<file path="src/rtl/pipelined_cla_adder_pkg.sv">
// Shared constants and the pipeline stage-register type for the pipelined CLA adder.
package pipelined_cla_adder_pkg;

    localparam int DEF_WIDTH  = 32;
    localparam int DEF_STAGES = 4;
    // Stage registers are sized for the widest supported operand; narrower builds zero the top bits.
    localparam int MAX_WIDTH  = 64;

    typedef struct packed {
        logic                 vld;
        logic                 sub;
        logic                 carry;
        logic [MAX_WIDTH-1:0] sum;
        logic [MAX_WIDTH-1:0] a;
        logic [MAX_WIDTH-1:0] b;
    } stage_t;

endpackage

</file>
<file path="src/rtl/pipelined_cla_adder_if.sv">
// Operand/result valid-ready bus of the pipelined CLA adder.
interface pipelined_cla_adder_if
    import pipelined_cla_adder_pkg::*;
#(
    parameter int WIDTH = DEF_WIDTH
);
    logic             in_valid;
    logic             in_ready;
    logic [WIDTH-1:0] in_a;
    logic [WIDTH-1:0] in_b;
    logic             in_cin;
    logic             in_sub;
    logic             out_valid;
    logic             out_ready;
    logic [WIDTH-1:0] out_sum;
    logic             out_cout;
    logic             out_ovf;
    logic             out_zero;
    logic             out_neg;

    modport master (
        output in_valid, in_a, in_b, in_cin, in_sub, out_ready,
        input  in_ready, out_valid, out_sum, out_cout, out_ovf, out_zero, out_neg
    );

    modport slave (
        input  in_valid, in_a, in_b, in_cin, in_sub, out_ready,
        output in_ready, out_valid, out_sum, out_cout, out_ovf, out_zero, out_neg
    );
endinterface

</file>
<file path="src/rtl/pipelined_cla_adder_cla_slice.sv">
// W-bit adder slice: 4-bit generate/propagate lookahead groups, carry rippled between groups.
module cla_slice #(
    parameter int W = 8
) (
    input  logic [W-1:0] a_i,
    input  logic [W-1:0] b_i,
    input  logic         cin_i,
    output logic [W-1:0] sum_o,
    output logic         cout_o,
    output logic         cmsb_o
);
    logic [3:0] g;
    logic [3:0] p;
    logic [4:0] c;
    logic       cy;

    always_comb begin
        sum_o = '0;
        g     = '0;
        p     = '0;
        c     = '0;
        cy    = cin_i;
        for (int grp = 0; grp < W / 4; grp++) begin
            g    = a_i[grp*4 +: 4] & b_i[grp*4 +: 4];
            p    = a_i[grp*4 +: 4] | b_i[grp*4 +: 4];
            c[0] = cy;
            c[1] = g[0] | (p[0] & cy);
            c[2] = g[1] | (p[1] & g[0]) | (p[1] & p[0] & cy);
            c[3] = g[2] | (p[2] & g[1]) | (p[2] & p[1] & g[0]) | (p[2] & p[1] & p[0] & cy);
            c[4] = g[3] | (p[3] & g[2]) | (p[3] & p[2] & g[1]) | (p[3] & p[2] & p[1] & g[0])
                 | (p[3] & p[2] & p[1] & p[0] & cy);
            sum_o[grp*4 +: 4] = a_i[grp*4 +: 4] ^ b_i[grp*4 +: 4] ^ c[3:0];
            cy = c[4];
        end
        cmsb_o = c[3];
        cout_o = cy;
    end
endmodule

</file>
<file path="src/rtl/pipelined_cla_adder.sv">
// Valid/ready pipelined adder/subtractor: one SLICE of the sum per stage, flags registered at the output.
module pipelined_cla_adder
    import pipelined_cla_adder_pkg::*;
#(
    parameter int WIDTH  = DEF_WIDTH,
    parameter int STAGES = DEF_STAGES
) (
    input  logic                  clk,
    input  logic                  rst,
    pipelined_cla_adder_if.slave  bus
);
    localparam int SLICE = WIDTH / STAGES;
    localparam int LAST  = STAGES - 1;

    if ((STAGES < 1) || (WIDTH % STAGES != 0) || (SLICE % 4 != 0) || (SLICE == 0)
        || (WIDTH > MAX_WIDTH)) begin : g_cfg_err
        $error("pipelined_cla_adder: WIDTH must split into STAGES slices of a multiple of 4 bits");
    end

    stage_t [STAGES-1:0]            st_q, st_d;
    logic   [STAGES-1:0][SLICE-1:0] sl_a, sl_b, sl_s;
    logic   [STAGES-1:0]            sl_cin, sl_cout, sl_cmsb;

    logic             out_valid_q, out_cout_q, out_ovf_q, out_zero_q, out_neg_q;
    logic [WIDTH-1:0] out_sum_q;
    logic [WIDTH-1:0] fin_sum;
    logic [MAX_WIDTH-1:0] a_ext, b_ext;
    logic             en;

    assign en           = !out_valid_q || bus.out_ready;
    assign bus.in_ready = en && !rst;

    for (genvar k = 0; k < STAGES; k++) begin : g_stage
        assign sl_a[k]   = st_q[k].a[k*SLICE +: SLICE];
        assign sl_b[k]   = st_q[k].b[k*SLICE +: SLICE];
        assign sl_cin[k] = st_q[k].carry;

        cla_slice #(.W(SLICE)) u_slice (
            .a_i    (sl_a[k]),
            .b_i    (sl_b[k]),
            .cin_i  (sl_cin[k]),
            .sum_o  (sl_s[k]),
            .cout_o (sl_cout[k]),
            .cmsb_o (sl_cmsb[k])
        );
    end

    // Subtract is folded into the capture stage: b is inverted and the carry forced to 1.
    always_comb begin
        a_ext              = '0;
        b_ext              = '0;
        a_ext[WIDTH-1:0]   = bus.in_a;
        b_ext[WIDTH-1:0]   = bus.in_sub ? ~bus.in_b : bus.in_b;
        st_d               = st_q;
        st_d[0].vld        = bus.in_valid;
        st_d[0].sub        = bus.in_sub;
        st_d[0].carry      = bus.in_sub ? 1'b1 : bus.in_cin;
        st_d[0].sum        = '0;
        st_d[0].a          = a_ext;
        st_d[0].b          = b_ext;
        for (int k = 0; k < LAST; k++) begin
            st_d[k+1]                      = st_q[k];
            st_d[k+1].sum[k*SLICE +: SLICE] = sl_s[k];
            st_d[k+1].carry                = sl_cout[k];
        end
    end

    always_comb begin
        fin_sum                      = st_q[LAST].sum[WIDTH-1:0];
        fin_sum[LAST*SLICE +: SLICE] = sl_s[LAST];
    end

    always_ff @(posedge clk) begin
        if (rst) begin
            for (int k = 0; k < STAGES; k++) st_q[k].vld <= 1'b0;
            out_valid_q <= 1'b0;
            out_sum_q   <= '0;
            out_cout_q  <= 1'b0;
            out_ovf_q   <= 1'b0;
            out_zero_q  <= 1'b0;
            out_neg_q   <= 1'b0;
        end else if (en) begin
            st_q        <= st_d;
            out_valid_q <= st_q[LAST].vld;
            out_sum_q   <= fin_sum;
            out_cout_q  <= sl_cout[LAST];
            out_ovf_q   <= sl_cmsb[LAST] ^ sl_cout[LAST];
            out_zero_q  <= (fin_sum == '0);
            out_neg_q   <= fin_sum[WIDTH-1];
        end
    end

    assign bus.out_valid = out_valid_q;
    assign bus.out_sum   = out_sum_q;
    assign bus.out_cout  = out_cout_q;
    assign bus.out_ovf   = out_ovf_q;
    assign bus.out_zero  = out_zero_q;
    assign bus.out_neg   = out_neg_q;

    // Consumed operand bits, unused upper bits and the travelling sub flag feed no logic.
    logic unused_bits;
    assign unused_bits = ^{st_q, sl_cmsb};
endmodule

</file>
<file path="src/flat_wrapper.sv">
// flat-port wrapper written by rule: the top's interface ports become plain ports
module pipelined_cla_adder_flat import pipelined_cla_adder_pkg::*;
#(
    parameter int WIDTH  = DEF_WIDTH,
    parameter int STAGES = DEF_STAGES
)
  (clk, rst, bus_in_valid, bus_in_a, bus_in_b, bus_in_cin, bus_in_sub, bus_out_ready, bus_in_ready, bus_out_valid, bus_out_sum, bus_out_cout, bus_out_ovf, bus_out_zero, bus_out_neg);
  pipelined_cla_adder_if #(.WIDTH(WIDTH)) bus_i ();
  input  logic clk;
  input  logic rst;
  input wire logic [$bits(bus_i.in_valid)-1:0] bus_in_valid;
  input wire logic [$bits(bus_i.in_a)-1:0] bus_in_a;
  input wire logic [$bits(bus_i.in_b)-1:0] bus_in_b;
  input wire logic [$bits(bus_i.in_cin)-1:0] bus_in_cin;
  input wire logic [$bits(bus_i.in_sub)-1:0] bus_in_sub;
  input wire logic [$bits(bus_i.out_ready)-1:0] bus_out_ready;
  output wire logic [$bits(bus_i.in_ready)-1:0] bus_in_ready;
  output wire logic [$bits(bus_i.out_valid)-1:0] bus_out_valid;
  output wire logic [$bits(bus_i.out_sum)-1:0] bus_out_sum;
  output wire logic [$bits(bus_i.out_cout)-1:0] bus_out_cout;
  output wire logic [$bits(bus_i.out_ovf)-1:0] bus_out_ovf;
  output wire logic [$bits(bus_i.out_zero)-1:0] bus_out_zero;
  output wire logic [$bits(bus_i.out_neg)-1:0] bus_out_neg;
  assign bus_i.in_valid = bus_in_valid;
  assign bus_i.in_a = bus_in_a;
  assign bus_i.in_b = bus_in_b;
  assign bus_i.in_cin = bus_in_cin;
  assign bus_i.in_sub = bus_in_sub;
  assign bus_i.out_ready = bus_out_ready;
  assign bus_in_ready = bus_i.in_ready;
  assign bus_out_valid = bus_i.out_valid;
  assign bus_out_sum = bus_i.out_sum;
  assign bus_out_cout = bus_i.out_cout;
  assign bus_out_ovf = bus_i.out_ovf;
  assign bus_out_zero = bus_i.out_zero;
  assign bus_out_neg = bus_i.out_neg;
  pipelined_cla_adder #(.WIDTH(WIDTH), .STAGES(STAGES)) u_core (.clk(clk), .rst(rst), .bus(bus_i));
endmodule
</file>
<file path="config.mk">
export PLATFORM = sky130hd
export DESIGN_NAME = pipelined_cla_adder_flat
export DESIGN_NICKNAME = d
export VERILOG_FILES = /design/src/rtl/pipelined_cla_adder_pkg.sv /design/src/rtl/pipelined_cla_adder_if.sv /design/src/rtl/pipelined_cla_adder_cla_slice.sv /design/src/rtl/pipelined_cla_adder.sv /design/src/flat_wrapper.sv
export SDC_FILE = /design/constraint.sdc
export NUM_CORES = 1
export LEC_CHECK = 0
export CORE_MARGIN = 2
export CORE_UTILIZATION = 45
export DETAILED_ROUTE_END_ITERATION = 10
export PLACE_DENSITY = 0.66
export SLEW_MARGIN = 0
export SYNTH_ARGS = -nofsm -noshare
export SYNTH_HDL_FRONTEND = slang
export SYNTH_SLANG_ARGS = --single-unit
</file>
<file path="constraint.sdc">
create_clock -name clk -period 31.9 [get_ports clk]
set_input_delay 6.38 -clock clk [delete_from_list [all_inputs] [get_ports clk]]
set_output_delay 6.38 -clock clk [all_outputs]
set_load 0.01 [all_outputs]
</file>
* Yosys cells after proc, flatten, opt, wreduce, memory -nomap -nowiden *
Index checks and enable logic that the tools add are counted.

operators by class
  reductions and logical operators = 6
  muxes and demuxes = 1
  bitwise gates (word level) = 243

operators with widths
  kind                 count
  $and A1 B1 Y1        128
  $or A1 B1 Y1         80
  $xor A4 B4 Y4        16
  $and A4 B4 Y4        8
  $logic_not A32 Y1    1
  $mux W32             1
  $not A32 Y32         1
  $or A4 B4 Y4         8
  $logic_not A1 Y1     2
  $reduce_and A2 Y1    1
  $logic_and A1 B1 Y1  1
  $logic_or A1 B1 Y1   1
  $not A1 Y1           1
  $xor A1 B1 Y1        1

storage, ports and cells
  input bits = 70
  register bits = 349
  output and inout port bits = 38
  logic and storage cells = 275

* Longest topological paths before layout *
  word-level depth = 10
  gate-level depth with buffers = 12
  mapped depth without buffers = 12

* Modules after synthesis *
A second synthesis with hierarchy kept.

unflattened totals
  cell total of the unflattened synthesis = 679
  area, all modules = 10252.3 µm²

by module, submodules not included
  module               sequential area each (µm²)  instances  cells each  area an instance (µm²)
  pipelined_cla_adder  7166.9                      1          435         8185.4
  cla_slice            0.0                         4          61          516.7

* Worst setup path after synthesis *
No wires, ideal clock.

  path kind = input -> output
  start = in bus_out_ready
  end = out bus_in_ready
  data arrival time = 15.425 ns
  path buffers = 0
  stages = 2
  setup slack = 10.095 ns
  data required time = 25.520 ns
  cell sequence = nor2b_1 nor2_1

on the way
  word-level cells in the longest chain between the ends = 2

ends and longest elaborated chain
  what                 line                       RTL
  start, declared      flat_wrapper.sv:16         input wire logic [$bits(bus_i.out_ready)-1:0] bus_out_ready;
  $logic_or A1 B1 Y1   pipelined_cla_adder.sv:30  assign en = !out_valid_q || bus.out_ready;
  $logic_and A1 B1 Y1  pipelined_cla_adder.sv:31  assign bus.in_ready = en && !rst;
  end, declared        flat_wrapper.sv:17         output wire logic [$bits(bus_i.in_ready)-1:0] bus_in_ready;

No other way between the ends.

* Worst setup path in the final report *
Same ends and word-level chain as after synthesis.

==> results.rst <==
.. list-table::
   :header-rows: 1

   * - Metric
     - Value
   * - Run status
     - finished, final reports clean
   * - Type of the worst min-delay path
     - flip-flop to flip-flop
   * - Clock tree from TritonCTS
     - built
   * - CP Cell Sequence
     - clkdlybuf4s50_1 > nor2b_2 > buf_4 > nor2_4 > buf_12 > clkdlybuf4s50_1
   * - Final-report hold violation count
     - 0
   * - RSZ-0062 raised after global routing
     - no
   * - Static Leak
     - 4.77 nW
   * - Maximum level of the CTS H-tree
     - 1
   * - Number of vias after detailed routing
     - 5161
   * - Most common cell after layout, fill and taps aside
     - edfxtp_1
   * - Final estimated routing congestion in global placement
     - 0.777
   * - Areal power density over the cells
     - 61.1 mW/mm²
   * - Max-slew headroom
     - 0.370
   * - Delay of the slowest cell on the worst path
     - 0.67 ns
   * - Gates resized, CTS repair
     - 0
   * - Total Nets Final
     - 942
   * - Setup bufs post-CTS
     - 0
   * - Total die area
     - 0.0235 mm²
   * - Reported max-cap violation count
     - 0
   * - Effective utilization at floorplan
     - 0.459
   * - Flops & latches, synth
     - 252
   * - Mean cell area of the mapped netlist
     - 14.8 µm²
   * - Sequential element share of the synthesized area
     - 0.714
   * - Post-synth EDFFs
     - 212
   * - Clock buffers created by TritonCTS
     - 25
   * - Pin count of the biggest net entering global routing
     - 146
   * - Num ports
     - 108
   * - Final slew viol count
     - 0
   * - Total of hold buffers inserted after clock tree synthesis
     - 0
   * - Category of the most critical setup path
     - input pin to output pin
   * - Port Buffer Count
     - 107
   * - Largest delay contributor family on the critical path
     - buffers and inverters
   * - Fraction of layout cells with a size suffix above 1
     - 0.0625
   * - Final total power
     - 0.748 mW
   * - First-pass GRT wire length
     - 24400 µm
   * - Via count of the first global-routing pass
     - 5136
   * - Number of distinct library cell variants in the gate-level netlist after synthesis
     - 47
   * - Count of buffering cells on the critical path with inverters included
     - 4
   * - Slowest library cell on the worst path
     - clkdlybuf4s50_1
   * - Post-synth net total
     - 820
   * - Peak VDD IR
     - 31.2 µV
   * - Switching fraction of total power
     - 0.212
   * - Clk pwr share
     - 0.376
   * - CTS clk-pin slew, worst paths
     - 0.06 ns
   * - Die Height
     - 153 µm
   * - Routed WL
     - 14900 µm
   * - Drt pass-1 iters
     - 5
   * - Category of the worst setup path launch point
     - input pin
   * - Net switching power of the design
     - 0.158 mW
   * - Sink Count
     - 252
   * - Netlist Area Pre-Place
     - 0.0100 mm²
   * - Skew final
     - 0.0143 ns
   * - Root Driver
     - clkbuf_16
   * - 1st-iter DRT viols
     - 295
   * - Number of rows created at floorplan
     - 54
   * - Die W
     - 153 µm
   * - Tcrit/Tclk final
     - 0.470
   * - HPWL reported at the end of detailed placement
     - 10200 µm
   * - Number of antenna violations at the first check in global routing
     - 0
   * - Final critical-path required period
     - 14.99 ns
   * - Synth async-reset ratio
     - 0
   * - Highest clock rate
     - 66.7 MHz
   * - Part of the power in combinational logic
     - 0.088
   * - Cell-internal power
     - 0.590 mW
   * - Peak fanout along the critical path
     - 145
   * - Endpoint kind of the worst setup timing path
     - output pin
   * - Worst slew pin tran
     - 0.945 ns
   * - Fill cell instance count of the final layout
     - 1720
   * - Sequential group share of total power
     - 0.536
   * - Via-to-Cell Ratio
     - 4.71
   * - Synthesis-to-layout area growth
     - 21.9%
   * - Number of nets with antenna violations after routing
     - 0
   * - Number of setup violations in the final report
     - 0
   * - Total grt overflow
     - 0
   * - Leading register cell type out of synthesis
     - edfxtp_1
   * - Core area
     - 0.0219 mm²
   * - Critical path data required time
     - 25.52 ns
   * - Combined global-route utilization of all metal layers
     - 0.125
   * - Residual DRC
     - 0
   * - Clock latency on the worst-skew pair
     - 0.51 ns
   * - Number of standard cells after synthesis
     - 678
   * - Arrival time of data at the critical path endpoint
     - 8.61 ns
   * - Count of antenna diodes in the layout
     - 0
   * - Buffers from clock root to sink, at most
     - 3
   * - Commonest non-fill, non-tap cells in the layout
     - edfxtp_1 (212), clkdlybuf4s50_1 (106), inv_1 (81)
   * - Top cell by count, worst path
     - clkdlybuf4s50_1
   * - Yosys Warn Count
     - 0
   * - Detailed-route wire length per cell
     - 13.6 µm
   * - Setup tns final
     - 0 ns
==> cell families (layout without fill, tap and decap cells) <==
logic type	count (synthesis)	count (layout)	synth area share
DFF	252	252	0.714
and+or+nand+nor	127	127	0.0591
buffers and inverters	99	237	0.0374
AOI/OAI and AO/OA	76	76	0.0485
adders and majority gates	72	72	0.0957
xor gates and xnor gates	52	52	0.0454
==> power by group through the flow <==
stage	sequential, mW	clock, mW	combinational (mW)
after floorplan	0.410	0	0.0361
after global placement	0.407	0	0.0639
after detailed placement	0.408	0	0.0661
after CTS	0.401	0.290	0.0666
after global routing	0.404	0.302	0.0732
final	0.401	0.282	0.0655
==> routing by layer <==
layer | wire [µm] | up-vias | global-route usage
met2 | 6910 | 128 | 0.204
met5 | 0 | - | 0
met4 | 323 | 0 | 0.0419
met1 | 6930 | 2418 | 0.171
li1 | - | 2587 | -
met3 | 770 | 28 | 0.0235
==> cell usage after synthesis, types with 2 or more instances <==
master,n,share of area
a31oi_1,3,0.0019
nand4_1,2,0.0012
nor3b_1,2,0.0015
o21bai_1,9,0.0067
xnor2_1,16,0.014
a211oi_1,2,0.0015
o21ai_1,2,0.0010
fa_1,8,0.016
buf_1,7,0.0026
nand2b_1,4,0.0025
clkbuf_1,9,0.0034
nor2_1,27,0.010
nor2b_1,4,0.0025
a21oi_1,45,0.022
inv_1,81,0.030
edfxtp_1,212,0.63
ha_1,64,0.080
nor3_1,5,0.0025
dfxtp_1,40,0.080
nand2_1,63,0.024
nor4_1,6,0.0037
and3_1,4,0.0025
o311ai_0,4,0.0035
xor2_1,36,0.031
==> registers in the layout, summed over array words and instances, names as in the netlist <==
name / flops
u_core.st_d: 123
u_core.bus.out_sum: 32
u_core.sl_a: 32
u_core.sl_b: 32
u_core.fin_sum: 24
u_core.sl_cin: 4
u_core.bus.out_cout: 1
u_core.bus.out_ovf: 1
u_core.bus.out_valid: 1
u_core.bus.out_zero: 1
u_core.st_q: 1
==> area by class of cell <==
class / instances / area, µm² / area share
clock buffer: 29 / 641 / 0.0523
sequential: 252 / 7170 / 0.586
multi-input combinational: 327 / 2510 / 0.205
inverter: 82 / 308 / 0.0251
clock inverter: 14 / 153 / 0.0125
timing repair buffer: 112 / 1120 / 0.0912
tap: 280 / 350 / 0.0286
==> final timing paths <==
kind	startpoint	endpoint	slack, ns	cells past startpoint
max reg2reg	u_core.sl_a[25]	u_core.bus.out_zero	28.72	11
max	bus_out_ready	bus_in_ready	16.91	6
min	u_core.st_d[220]	u_core.st_d[415]	0.42	0
min reg2reg	u_core.st_d[220]	u_core.st_d[415]	0.42	0
==> per-stage QoR <==
step / area (µm²) / util / hold WS [ns] / worst slack, ns / std cells
after floorplan: 10000 / - / 0.400 / 10.10 / 678
after global placement: 11400 / 0.523 / 0.404 / 16.95 / 1053
after detailed placement: 11400 / 0.523 / 0.405 / 16.91 / 1053
after CTS: 12200 / 0.559 / 0.418 / 16.90 / 1096
after global routing: 12200 / 0.559 / 0.421 / 16.79 / 1096
final: 12200 / 0.559 / 0.417 / 16.91 / 1096
Power figures use the tool's default switching activity.
==> variant 1 (config.mk and constraints unchanged) <==
Set the package constant `DEF_WIDTH` to 48 (it was 32).
--- a/src/rtl/pipelined_cla_adder_pkg.sv
+++ b/src/rtl/pipelined_cla_adder_pkg.sv
@@ -1,7 +1,7 @@
 // Shared constants and the pipeline stage-register type for the pipelined CLA adder.
 package pipelined_cla_adder_pkg;
 
-    localparam int DEF_WIDTH  = 32;
+    localparam int DEF_WIDTH  = 48;
     localparam int DEF_STAGES = 4;
     // Stage registers are sized for the widest supported operand; narrower builds zero the top bits.
     localparam int MAX_WIDTH  = 64;
Interface: changed (resized bus_in_a, bus_in_b and bus_out_sum); port bits go from 108 to 156. No check against the original RTL was run, so the function may have changed too.
==> variant 1 against the original RTL <==
- combinational power up 49%
- final area up 49%
- synthesized cell count up 48%
- area after synthesis up 48%
- non-clock buffer count up 52
- total power up 53%
- die area up 46%
- wire length up 57%
- global-route usage up 1.1 points
- setup slack better by 0.51 ns
- sequential cell count up 120
- critical path type unchanged
- largest cell class unchanged
- highest routed layer unchanged
==> variant 1: results (changes against the original RTL) <==
status: "finished clean"
ctsResizeCount: 0  # unchanged
port_buffers: 155  # +45%
grt_pass1_vias: 7404  # +44%
drt_iter0_drc: 368  # +25%
syn_nets: 1213  # +48%
vias: 7617  # +48%
setup.worst_path.end: "bus_in_ready"
synth-edff-count: 316  # +49%
slowest_delay_ns: 0.52  # -0.15 ns
drive_above_1_share_pct: 6.09  # -0.16 points
p_sw_mw: 0.243  # +54%
synthTopCellsByCount: "316 x edfxtp_1, 127 x inv_1, 96 x ha_1"
gp_congestion: 0.757  # -2.6%
hold_path.startpoint: "u_core.st_d[689]"
pre_cts_slack_ns: 17.43  # +0.521 ns
fillers: 2562  # +49%
critPathArrivalTime_ns: 8.10  # -0.51 ns
dpl.hpwl_mm: 15.6  # +53%
synth.area.top_cells: "edfxtp_1 64%, ha_1 8.1%, dfxtp_1 7.6%"
min_to: "u_core.sl_a[40]"
ir_drop_uv: 50.9  # +63%
tightest_slew_ns: 1.14  # +0.198 ns
rr_worst_depth: 13  # +2
cts_buffers: 40  # +60%
grt_pass1_wl_mm: 36.4  # +49%
yosysWarnings: 0  # unchanged
rrSetupSlack_ns: 28.14  # -0.58 ns
slowest_stage: "buf_4"
nets: 1394  # +48%
synth_compound_area_share_pct: 4.26  # -0.59 points
post_synth_num_cell_types: 46  # -2.1%
synth_xor_area_share_pct: 4.97  # +0.43 points
antenna_found_initial: 0  # unchanged
largest_reg_flops: 183  # +49%
drt_pass1_iterations: 4  # -1
period_needed_ns: 14.48  # -0.509 ns
n_antenna_cell: 0  # unchanged
cp_max_fo: 57  # -61%
r2r-end: "u_core.bus.out_zero"
core_area_um2: 32500  # +48%
totalWireLength_mm: 23.4  # +57%
min_delay_path_depth: 0  # unchanged
synth-adder-area-share_pct: 9.73  # +0.16 points
r2r_start: "u_core.sl_a[36]"
comb-power_mw: 0.0975  # +49%
gr-usage-all-layers_pct: 13.6  # +1.1 points
hold_slack_ns: 0.410  # -0.00697 ns
grt_max_degree: 78  # -47%
power_leakage_nw: 7.15  # +50%
synthMuxAreaShare_pct: 0  # unchanged
pwr-share-clk_pct: 39.5  # +1.9 points
cts_setup_buffers: 0  # unchanged
cts-root-buf: "clkbuf_16"
clock_skew_ns: 0.0154  # +0.00115 ns
placed_area_um2: 16900  # +48%
yosysSeqAreaShare_pct: 71.6  # +0.21 points
htreeDepth: 2  # +1
variant 1: final cells by class:
| type | count | area, um2 | share of cell area, % |
|---|---|---|---|
| clock inverters | 15 | 171 | 0.941 |
| inverters | 127 | 477 | 2.62 |
| multi-input cells | 479 | 3650 | 20.0 |
| well taps | 442 | 553 | 3.04 |
| repair buffers | 164 | 1610 | 8.83 |
| clock buffers | 59 | 1140 | 6.29 |
| flip-flops and latches | 372 | 10600 | 58.2 |
variant 1: worst reg2reg max path, delay by kind of cell (launching register included):
family          cells  cell delay (ns)
simple gates        7             1.67
buf+inv             1             0.11
flops               1             0.39
fa+ha+maj           2             0.77
compound gates      3             0.75
variant 1: per-layer routing:
metal	GRT usage, %	routed length, um	vias to the layer above
met5	0	0	-
met4	4.73	554	0
met3	2.82	1110	41
met2	23.9	11700	167
met1	16.7	10000	3591
li1	-	-	3818
variant 1: stage by stage:
step,total power [mW],std cells
floorplan,0.664,1003
global route,1.19,1658
CTS,1.16,1658
finish,1.14,1658
detailed placement,0.703,1584
global placement,0.700,1584
==> variant 2 (same flow settings) <==
Without the edit above. Make the reset (`rst`) asynchronous in one clocked block.
--- a/src/rtl/pipelined_cla_adder.sv
+++ b/src/rtl/pipelined_cla_adder.sv
@@ -70,7 +70,7 @@
         fin_sum[LAST*SLICE +: SLICE] = sl_s[LAST];
     end
 
-    always_ff @(posedge clk) begin
+    always_ff @(posedge clk or posedge rst) begin
         if (rst) begin
             for (int k = 0; k < STAGES; k++) st_q[k].vld <= 1'b0;
             out_valid_q <= 1'b0;
Behaviour: differs if rst is asserted again (counterexample within 4 cycles, from zero or initial values and one cycle with rst high); with rst held inactive, the same outputs for 10 cycles.
==> variant 2 against the original RTL <==
- sequential cell count did not move
- setup slack improved by 0.076 ns
- final area rose by 2.2%
- cell count fell by 0.64%
- non-clock buffer count fell by 1
- wire length rose by 1.8%
- area after synthesis rose by 0.98%
- count of clock-buffer cells in the layout rose by 8
- critical endpoint unchanged
- clock skew fell by 0.0055 ns
Power is not compared: it rests on default switching activity, and its combinational part moved more than twofold at a synthesized area within 25%.
==> variant 2: results (changes against the original RTL) <==
seq_cells: 252  # unchanged
rrSetupSlack_ns: 28.78  # +0.06 ns
cts_buffers: 26  # +4.0%
buf_share_pct: 8.76  # -0.36 points
hold_slack_ns: 0.412  # -0.00490 ns
multi_input_cells: 317  # -3.1%
drt_iter0_drc: 258  # -13%
placed_cells: 1041  # -1.1%
dpl.hpwl_mm: 10.2  # +0.83%
nets: 931  # -1.2%
viasPerCell: 4.67  # -0.72%
clock_skew_ns: 0.00873  # -0.00555 ns
fillers: 1678  # -2.4%
synth.area.top_cells: "edfxtp_1 63%, dfrtp_1 9.9%, ha_1 7.9%"
met3_usage_pct: 2.28  # -0.070 points
seq_share_pct: 58.9  # +0.33 points
synth-adder-area-share_pct: 9.48  # -0.093 points
multi_input_area_um2: 2420  # -3.3%
hold_path.startpoint: "u_core.st_d[472]"
totalWireLength_mm: 15.2  # +1.8%
period_needed_ns: 14.91  # -0.0758 ns
grt_max_degree: 85  # -42%
grtUsageMet1_pct: 17.3  # +0.22 points
status: "finished clean"
grtUsageMet2_pct: 22.0  # +1.5 points
drive_above_1_share_pct: 7.79  # +1.5 points
r2r-end: "u_core.bus.out_zero"
yosysSeqAreaShare_pct: 72.7  # +1.3 points
min_to: "u_core.sl_a[18]"
buffers_excl_clock: 111  # -0.89%
slowest_stage: "nor2b_4"
cp_max_fo: 56  # -61%
async_reset_ff_share_pct: 15.9  # +16 points
clk_share_pct: 7.76  # +1.3 points
synth_xor_area_share_pct: 4.84  # +0.30 points
grt_pass1_vias: 5266  # +2.5%
slew_headroom_pct: 31.7  # -5.3 points
avgSynthCellArea_um2: 15.3  # +3.1%
[variant 2: cell types whose count changed after synthesis, sizes merged, moves of 3 or more]
cell,change
xor2,+4
dfxtp,-40
buf,-4
dfrtp,+40
nand2,+30
and3,-4
nand2b,+7
o21ai,+4
a21oi,-33
nand3,+3
nor2,-12
[variant 2: worst reg2reg max path: cells and delay by family (launching register included)]
| kind | cells | cell delay [ns] |
|---|---|---|
| AO/OA/AOI/OAI | 3 | 0.65 |
| adder cells (fa/ha/maj) | 2 | 0.75 |
| buffers and inverters | 1 | 0.12 |
| flip-flops | 1 | 0.39 |
| AND/OR/NAND/NOR | 6 | 1.12 |
[variant 2: where the power goes]
part	internal, mW	switching [mW]	total (mW)
Clock	0.210	0.119	0.329
Sequential	0.447	0.0321	0.479
Combinational	0.0864	0.0977	0.184
Total	0.743	0.249	0.992
